===== config.mk =====
export PLATFORM = sky130hd
export DESIGN_NAME = vga_fb_prefetcher
export DESIGN_NICKNAME = d
export VERILOG_FILES = /design/src/rtl/vga_fb_prefetcher.sv
export SDC_FILE = /design/constraint.sdc
export NUM_CORES = 1
export LEC_CHECK = 0
export BUFFER_PORTS_ARGS = -buffer_cell sky130_fd_sc_hd__buf_4
export CAP_MARGIN = 25
export CORE_MARGIN = 2
export CORE_UTILIZATION = 55
export CTS_CLUSTER_SIZE = 12
export DETAILED_ROUTE_END_ITERATION = 10
export PLACE_DENSITY = 0.75
export SKIP_CTS_REPAIR_TIMING = 1
export SLEW_MARGIN = 20
export SYNTH_ARGS = -nofsm -noshare
export SYNTH_HDL_FRONTEND = slang
export SYNTH_SLANG_ARGS = --single-unit
export TNS_END_PERCENT = 100

===== constraint.sdc =====
create_clock -name clk -period 9.1 [get_ports clk]
set_input_delay 0.455 -clock clk [delete_from_list [all_inputs] [get_ports clk]]
set_output_delay 0.455 -clock clk [all_outputs]
set_load 0.02 [all_outputs]

===== src/rtl/vga_fb_prefetcher.sv =====
// Frame-buffer prefetcher: burst-reads one frame from SDRAM into a
// local FIFO and streams it out as a single Avalon-ST packet.
module vga_fb_prefetcher #(
    parameter int PIXEL_WIDTH       = 16,
    parameter int ADDR_WIDTH        = 24,
    parameter int CSR_DATA_WIDTH    = 32,
    parameter int CSR_START_ADDRESS = 0,
    parameter int FB_BASE_ADDR      = 0,
    parameter int FRAME_PIXELS      = 307200,
    parameter int BURST_LEN         = 8,
    parameter int FIFO_DEPTH        = 64
) (
    input  logic                        clk,
    input  logic                        reset,
    input  logic                        csr_write,
    input  logic [ADDR_WIDTH-1:0]       csr_address,
    input  logic [CSR_DATA_WIDTH-1:0]   csr_writedata,
    output logic                        csr_waitrequest,
    output logic                        mm_read,
    output logic [ADDR_WIDTH-1:0]       mm_address,
    output logic [$clog2(BURST_LEN):0]  mm_burstcount,
    input  logic                        mm_waitrequest,
    input  logic [PIXEL_WIDTH-1:0]      mm_readdata,
    input  logic                        mm_readdatavalid,
    input  logic                        st_ready,
    output logic [PIXEL_WIDTH-1:0]      st_data,
    output logic                        st_startofpacket,
    output logic                        st_endofpacket,
    output logic                        st_valid
);

    localparam int BW = $clog2(BURST_LEN) + 1;
    localparam int RW = $clog2(FRAME_PIXELS + 1);
    localparam int OW = $clog2(FIFO_DEPTH + 1);
    localparam int PW = $clog2(FIFO_DEPTH);
    localparam int SW = OW + 2;

    typedef enum logic [1:0] {
        IDLE,
        FETCH,
        DONE
    } state_t;

    state_t state_q;
    state_t state_d;

    logic [ADDR_WIDTH-1:0]  req_addr;
    logic [RW-1:0]          req_left;
    logic [RW-1:0]          out_cnt;
    logic [OW-1:0]          outstanding;
    logic [OW-1:0]          fifo_count;
    logic [PW-1:0]          wr_ptr;
    logic [PW-1:0]          rd_ptr;
    logic [PIXEL_WIDTH-1:0] fifo_mem [FIFO_DEPTH];

    logic          start_hit;
    logic          start_acc;
    logic          fetching;
    logic          last_pix;
    logic          push;
    logic          pop;
    logic          cmd_acc;
    logic          can_issue;
    logic [BW-1:0] blen;
    logic [SW-1:0] occ;
    logic          csr_unused;

    assign csr_unused = ^csr_writedata;

    assign start_hit = csr_write
                    && csr_address == ADDR_WIDTH'(CSR_START_ADDRESS)
                    && csr_writedata[0];

    assign csr_waitrequest = start_hit && (outstanding != '0 || mm_read);
    assign start_acc = start_hit && !csr_waitrequest;

    assign fetching = state_q == FETCH;
    assign last_pix = out_cnt == RW'(FRAME_PIXELS - 1);

    assign st_valid         = fetching && fifo_count != '0;
    assign st_data          = st_valid ? fifo_mem[rd_ptr] : '0;
    assign st_startofpacket = st_valid && out_cnt == '0;
    assign st_endofpacket   = st_valid && last_pix;

    assign pop     = st_valid && st_ready;
    assign push    = fetching && mm_readdatavalid;
    assign cmd_acc = mm_read && !mm_waitrequest;

    // Reserve room for every word already requested so the FIFO
    // cannot overflow regardless of how fast data returns.
    always_comb begin
        blen = BW'(BURST_LEN);
        if (32'(req_left) < BURST_LEN)
            blen = BW'(req_left);
        occ = SW'(fifo_count) + SW'(outstanding) + SW'(blen);
        can_issue = fetching
                 && req_left != '0
                 && !start_hit
                 && !mm_read
                 && occ <= SW'(FIFO_DEPTH);
    end

    always_comb begin
        state_d = state_q;
        if (start_acc)
            state_d = FETCH;
        else if (fetching && pop && last_pix)
            state_d = DONE;
    end

    always_ff @(posedge clk) begin
        if (reset)
            state_q <= IDLE;
        else
            state_q <= state_d;
    end

    always_ff @(posedge clk) begin
        if (reset) begin
            mm_read       <= 1'b0;
            mm_address    <= '0;
            mm_burstcount <= '0;
            req_addr      <= '0;
            req_left      <= '0;
            out_cnt       <= '0;
            outstanding   <= '0;
            fifo_count    <= '0;
            wr_ptr        <= '0;
            rd_ptr        <= '0;
        end else if (start_acc) begin
            mm_read     <= 1'b0;
            req_addr    <= ADDR_WIDTH'(FB_BASE_ADDR);
            req_left    <= RW'(FRAME_PIXELS);
            out_cnt     <= '0;
            outstanding <= '0;
            fifo_count  <= '0;
            wr_ptr      <= '0;
            rd_ptr      <= '0;
        end else begin
            if (cmd_acc) begin
                mm_read  <= 1'b0;
                req_addr <= req_addr + ADDR_WIDTH'(mm_burstcount);
                req_left <= req_left - RW'(mm_burstcount);
            end else if (can_issue) begin
                mm_read       <= 1'b1;
                mm_address    <= req_addr;
                mm_burstcount <= blen;
            end
            outstanding <= outstanding
                         + (cmd_acc ? OW'(mm_burstcount) : OW'(0))
                         - OW'(push);
            fifo_count  <= fifo_count + OW'(push) - OW'(pop);
            wr_ptr      <= wr_ptr + PW'(push);
            rd_ptr      <= rd_ptr + PW'(pop);
            out_cnt     <= out_cnt + RW'(pop);
        end
    end

    always_ff @(posedge clk) begin
        if (push)
            fifo_mem[wr_ptr] <= mm_readdata;
    end

    rdv_only_in_fetch: assert property (
        @(posedge clk) disable iff (reset)
        mm_readdatavalid |-> state_q == FETCH
    );

endmodule


---- Word-level counts from Yosys, hierarchy flattened ----
Memory sizes are Yosys's and may differ from the RTL's. A register that Yosys moved wholly into a read port is not among the register bits.
Index checks and enable logic that the tools add are counted.
Widths: inputs -> output; s select.
word-level totals
  register bits after elaboration ......... 119
  memory bits (writable) .................. 1024
  input port bits ......................... 78
  output and inout port bits .............. 49
  logic and storage cells ................. 72
  memories kept ........................... 1
memories
  memory    depth  bits a word  rd ports  clocked after Yosys merged registers in  wr ports  RTL line  text
  fifo_mem  64     16           1         1                                        1         54        logic [PIXEL_WIDTH-1:0] fifo_mem [FIFO_DEPTH];
cells by class
  $add $sub $neg .......................... 11
  $lt $le $gt $ge ......................... 2
  equality and inequality tests ........... 2
  muxes and demuxes ....................... 10
  bitwise logic cells ..................... 2
  reductions and logical operators ........ 31
operators by type and width
  kind                  number
  $mux 19               2
  $add 24x4->24         1
  $logic_not 24->1      1
  $add 19x1->19         1
  $eq 19x19->1 const B  1
  $logic_not 19->1      1
  $lt 19x4->1 const B   1
  $reduce_bool 19->1    1
  $sub 19x4->19         1
  $logic_and 1x1->1     16
  $mux 16               1
  $reduce_bool 7->1     2
  $sub 7x1->7           2
  $add 6x1->6           2
  $add 8x4->9           1
  $le 9x7->1 const B    1
  $add 7x7->8           1
  $mux 4                2
  $add 7x1->7           1
  $add 7x4->7           1
  $mux 6                1
  $logic_not 1->1       4
  $mux 1                4
  $reduce_bool 2->1     2
  6 further kinds       7

---- Depth between registers and ports, before layout ----
  word-level depth ........................ 8
  gate-level depth with buffers ........... 17
  gate-level depth less buffers ........... 16

---- Worst setup path after synthesis ----
No wires, ideal clock.
  path kind ............................... register to register
  from .................................... reg req_left[10]
  to ...................................... reg mm_burstcount[0]
  library setup time ...................... 121 ps
  arrival time ............................ 3949 ps
  data required time ...................... 8979 ps
  path slack .............................. 5030 ps
  stages on the path, launching flop included .. 17
  buffers on the path ..................... 1
  period minus slack after synthesis ...... 4070 ps
  cell sequence ........................... dfxtp_1 -> or4_4 -> nor4_4 -> and2_1 -> nand2_1 -> fa_1 -> inv_1 -> ha_1 -> inv_1 -> fa_1 -> nor2b_1 -> o31ai_1 -> a2111o_1 -> a211o_1 -> buf_6 -> nor3_4 -> mux2_4
on the way
  cells in the longest elaborated chain, start to end .. 6
  elaborated cells on any way between the ends .. 10
  those cells by class .................... 1 x add/sub; 2 x order compare; 1 x mux; 6 x reduce/logical
RTL lines
  what                                                      RTL line  text
  start, declared                                           48        logic [RW-1:0] req_left;
  start signal, assigned                                    133       req_left <= RW'(FRAME_PIXELS);
  start signal, assigned                                    143       req_left <= req_left - RW'(mm_burstcount);
  $lt 19x4->1 / $reduce_bool 19->1 (equally long branches)  93, 97
  $mux 4 / $logic_and 1x1->1 (equally long branches)        93, 97
  $add 8x4->9 / $logic_and 1x1->1 (equally long branches)   95, 98
  $le 9x7->1 / $logic_and 1x1->1 (equally long branches)    100, 99
  $logic_and 1x1->1                                         100       && occ <= SW'(FIFO_DEPTH);
  $reduce_and 3->1 (no source line)                         --
  end signal, assigned                                      147       mm_burstcount <= blen;
  end, declared                                             21        output logic [$clog2(BURST_LEN):0] mm_burstcount,
Parallel ways exist; a longest one is shown, timed or not.
A chain may end at the register's enable or synchronous reset.

==> parameters.txt <==
Parameter                              Value

Status
  Outcome ... finished, final reports clean

Critical path
  CP top delay family ... multiplexers
  Required arrival time at the worst endpoint ... 8.65 ns
  Top cell by count, worst path ... sky130_fd_sc_hd__mux4_2
  Crit path max-delay cell type ... sky130_fd_sc_hd__dfxtp_4
  Slowest stage delay, CP ... 0.90 ns
  Buf+Inv Stages, Crit Path ... 3
  Top fanout value on the critical path ... 91
  Critical Path, Cell by Cell ... buf_12 > buf_16 > mux4_2 > mux4_2 > a22oi_1 > nand2_1 > buf_4
  Critical path data arrival time ... 4.71 ns
  Classification of the worst setup path ... reg -> out
  Kind of end point of the critical path ... primary output
  Type of origin of the critical path ... register
  Slack of the worst reg-to-reg path ... 4.16 ns

Floorplanning
  Row cnt ... 105
  Initial Utilization ... 0.554
  Core outline area ... 82,000 sq um
  Die X-Extent ... 291 microns
  Number of placed I/O pins ... 127
  Die outline area ... 84,900 sq um
  Height of the chip ... 291 microns

STA
  Maximum clock frequency ... 194 MHz
  Relative slew slack ... 0.284
  Setup repair after global routing missed its margin ... false
  Hold Violations, Final ... 0
  Final number of setup-violating endpoints ... 0
  Slew of the pin with the lowest slew margin ... 1.07 ns
  Largest clock skew in the final design ... 0.0509 ns
  Tcrit/Tclk final ... 0.568
  Final-layout setup total negative slack ... 0 ns
  Fin crit period ... 5.17 ns
  Max-slew violation total from the final report ... 0

Detailed routing
  Routed wire length on met2 ... 51,100 microns
  Detailed-route wire length ... 102,000 microns
  Mean number of vias per cell ... 6.38
  Number of DRC violations after detailed routing ... 0
  First-pass DRT Iterations ... 5
  M1 wire length ... 38,300 microns
  Initial DRC Count ... 2,256
  Per-cell routed wire length ... 28.0 microns
  Residual antenna-violating net count after detailed routing ... 0
  Top layer in use ... met4
  Total number of vias ... 23,200
  Amount of wire on met3 after detailed routing ... 8960 microns

Yosys
  Most common cell in the synthesized netlist ... sky130_fd_sc_hd__edfxtp_1
  EDFF count, synth ... 1,024
  Synth Area in XOR/XNOR ... 0.0127
  Combinational family with the most area after synthesis ... multiplexers
  Multiplexer share of the synthesized area ... 0.156
  Part of the Yosys area used for sequential elements ... 0.729
  Number of warnings issued by yosys ... 0
  Share of flip-flops with an asynchronous set or reset ... 0
  Compound-cell area share of the yosys netlist ... 0.0263
  Flops & latches, synth ... 1,143
  Cell count after synthesis ... 2,325
  Adder-cell area share of the yosys netlist ... 0.0158
  Synth Area in Simple Gates ... 0.0428
  Syn Nets ... 2,455
  Cell area after synthesis ... 45,400 sq um
  Most frequent cells after synthesis ... sky130_fd_sc_hd__edfxtp_1, sky130_fd_sc_hd__mux4_2, sky130_fd_sc_hd__nor2_1
  Synth top area cells ... sky130_fd_sc_hd__edfxtp_1, sky130_fd_sc_hd__mux4_2, sky130_fd_sc_hd__dfxtp_1
  Dominant synthesized flop cell ... sky130_fd_sc_hd__edfxtp_1
  Syn_area_per_cell ... 19.5 sq um
  Yosys top cell by area ... sky130_fd_sc_hd__edfxtp_1
  Synth unique cells ... 64
  Share of Yosys cell area claimed by the top area cell type ... 0.677

Global route
  All-layer global routing usage ... 0.242
  Number of antenna violations at the first check in global routing ... 0
  Maximum number of pins on one net before global-route repair ... 124
  Congestion Overflow GR ... 0
  Wire length of the first global-routing pass ... 152,000 microns
  Number of global-route vias before repair ... 23,600

Clock network
  TritonCTS clock tree ... done
  Skew-Pair Late Insertion Delay ... 0.69 ns
  CTS buffer count ... 111
  Clock net sink count ... 1,143
  Deepest clock path buffer count ... 3
  Htree depth ... 3
  Clock slew seen by the registers of the worst setup and hold paths ... 0.06 ns
  Library cell used as clock root buffer ... sky130_fd_sc_hd__clkbuf_16

Cells and area
  Non-filler instance count after layout ... 3,631
  NumNets Final ... 2,623
  Ant diodes ... 0
  Share of post-route cells with drive strength above 1 ... 0.250
  Signed area change from the synthesized netlist to the final layout ... 12.1%

Place
  Routability congestion estimate from global placement ... 0.839
  Dpl cells ... 3,447
  Number of buffer cells added on primary ports ... 95
  Placed wire-length estimate after detailed placement ... 58,300 microns

Pwr
  IR drop worst, VDD ... 0.000256 V
  Power density normalized to cell area ... 199 nW/um^2
  Leakage power figure ... 15.8 nW

Flow run
  Max-cap check violation count ... 0

Worst hold path
  Worst hold-check path type ... in -> reg
where the power goes:
| part | total [mW] | internal, mW | switching [mW] |
|---|---|---|---|
| logic | 0.0995 | 0.0140 | 0.0855 |
| clock network | 4.31 | 2.44 | 1.87 |
| registers | 5.71 | 5.71 | 0.0000000379 |
worst register-to-register path, delay by kind of cell (launching register included):
| kind | cells | cell delay, ns |
|---|---|---|
| mux | 1 | 0.32 |
| simple gates | 6 | 1.78 |
| compound gates | 3 | 1.27 |
| fa+ha+maj | 3 | 0.95 |
| buf+inv | 2 | 0.13 |
| flops | 1 | 0.37 |
final timing paths:
| check | start | end | depth (start not counted) |
|---|---|---|---|
| setup / recovery | rd_ptr[0]$_SDFF_PP0_ | st_data[9] | 7 |
| setup reg to reg | req_left[10]$_SDFFE_PP0P_ | mm_burstcount[0]$_SDFFE_PP0P_ | 15 |
| hold reg to reg | mm_address[6]$_SDFFE_PP0P_ | mm_address[6]$_SDFFE_PP0P_ | 2 |
| hold / removal | st_ready | state_q[1]$_SDFFE_PP0P_ | 3 |
cells in the final DEF, fill, tap and decap left out, types with 13 or more instances in the layout:
cell | netlist | routed
sky130_fd_sc_hd__a211oi_1 | 15 | 15
sky130_fd_sc_hd__a21oi_1 | 65 | 65
sky130_fd_sc_hd__a22oi_1 | 18 | 18
sky130_fd_sc_hd__buf_4 | 6 | 169
sky130_fd_sc_hd__clkbuf_1 | 55 | 43
sky130_fd_sc_hd__clkbuf_16 | 0 | 113
sky130_fd_sc_hd__dfxtp_1 | 119 | 115
sky130_fd_sc_hd__edfxtp_1 | 1024 | 1024
sky130_fd_sc_hd__ha_1 | 43 | 43
sky130_fd_sc_hd__inv_1 | 46 | 46
sky130_fd_sc_hd__mux2i_1 | 13 | 13
sky130_fd_sc_hd__mux4_2 | 309 | 309
sky130_fd_sc_hd__nand2_1 | 53 | 53
sky130_fd_sc_hd__nand3_1 | 22 | 22
sky130_fd_sc_hd__nand4_1 | 39 | 39
sky130_fd_sc_hd__nor2_1 | 163 | 163
sky130_fd_sc_hd__nor3_1 | 23 | 22
sky130_fd_sc_hd__o31ai_1 | 28 | 28
sky130_fd_sc_hd__xnor2_1 | 38 | 38
sky130_fd_sc_hd__xor2_1 | 28 | 28
through the flow:
stage	total power, mW	hold slack [ns]	util	instance area (sq um)	setup WS (ns)
final	10.1	0.0273	0.621	50900	3.93
after global routing	10.4	0.0242	0.621	50900	3.68
after CTS	10.2	-0.00541	0.621	50900	3.88
after detailed placement	5.92	0.463	0.580	47500	4.17
after global placement	5.91	0.454	0.580	47500	4.41
after floorplan	5.83	0.445	-	45400	5.03
logic make-up after synthesis:
family / Yosys count
buf+inv: 167
compound gates: 184
simple gates: 390
xor+xnor: 66
flops: 1143
mux: 323
fa+ha+maj: 52
sequential cells by signal, indices dropped and copies added, names as in the netlist:
signal and flops:
outstanding 7, wr_ptr 6, mm_address 24, mm_burstcount 4
rd_ptr 6, fifo_mem 1024, out_cnt 19, mm_read 1
state_q 2, fifo_count 7, req_addr 24, req_left 19
final cells by class:
type                       instances  area, sq um
timing repair buffer             175         1380
multi-input combinational       1015        11500
tap                             1070         1340
clock inverter                    18          285
clock buffer                     163         3080
fill                            5477        31000
sequential                      1143        33100
inverter                          47          176
per-layer routing:
layer / GRT usage / vias to the layer above
met5: 0 / -
met2: 0.399 / 1166
met4: 0.0815 / 0
met1: 0.327 / 12000
li1: - / 9767
met3: 0.0469 / 190
No activity file was read; power rests on OpenSTA's default activity.
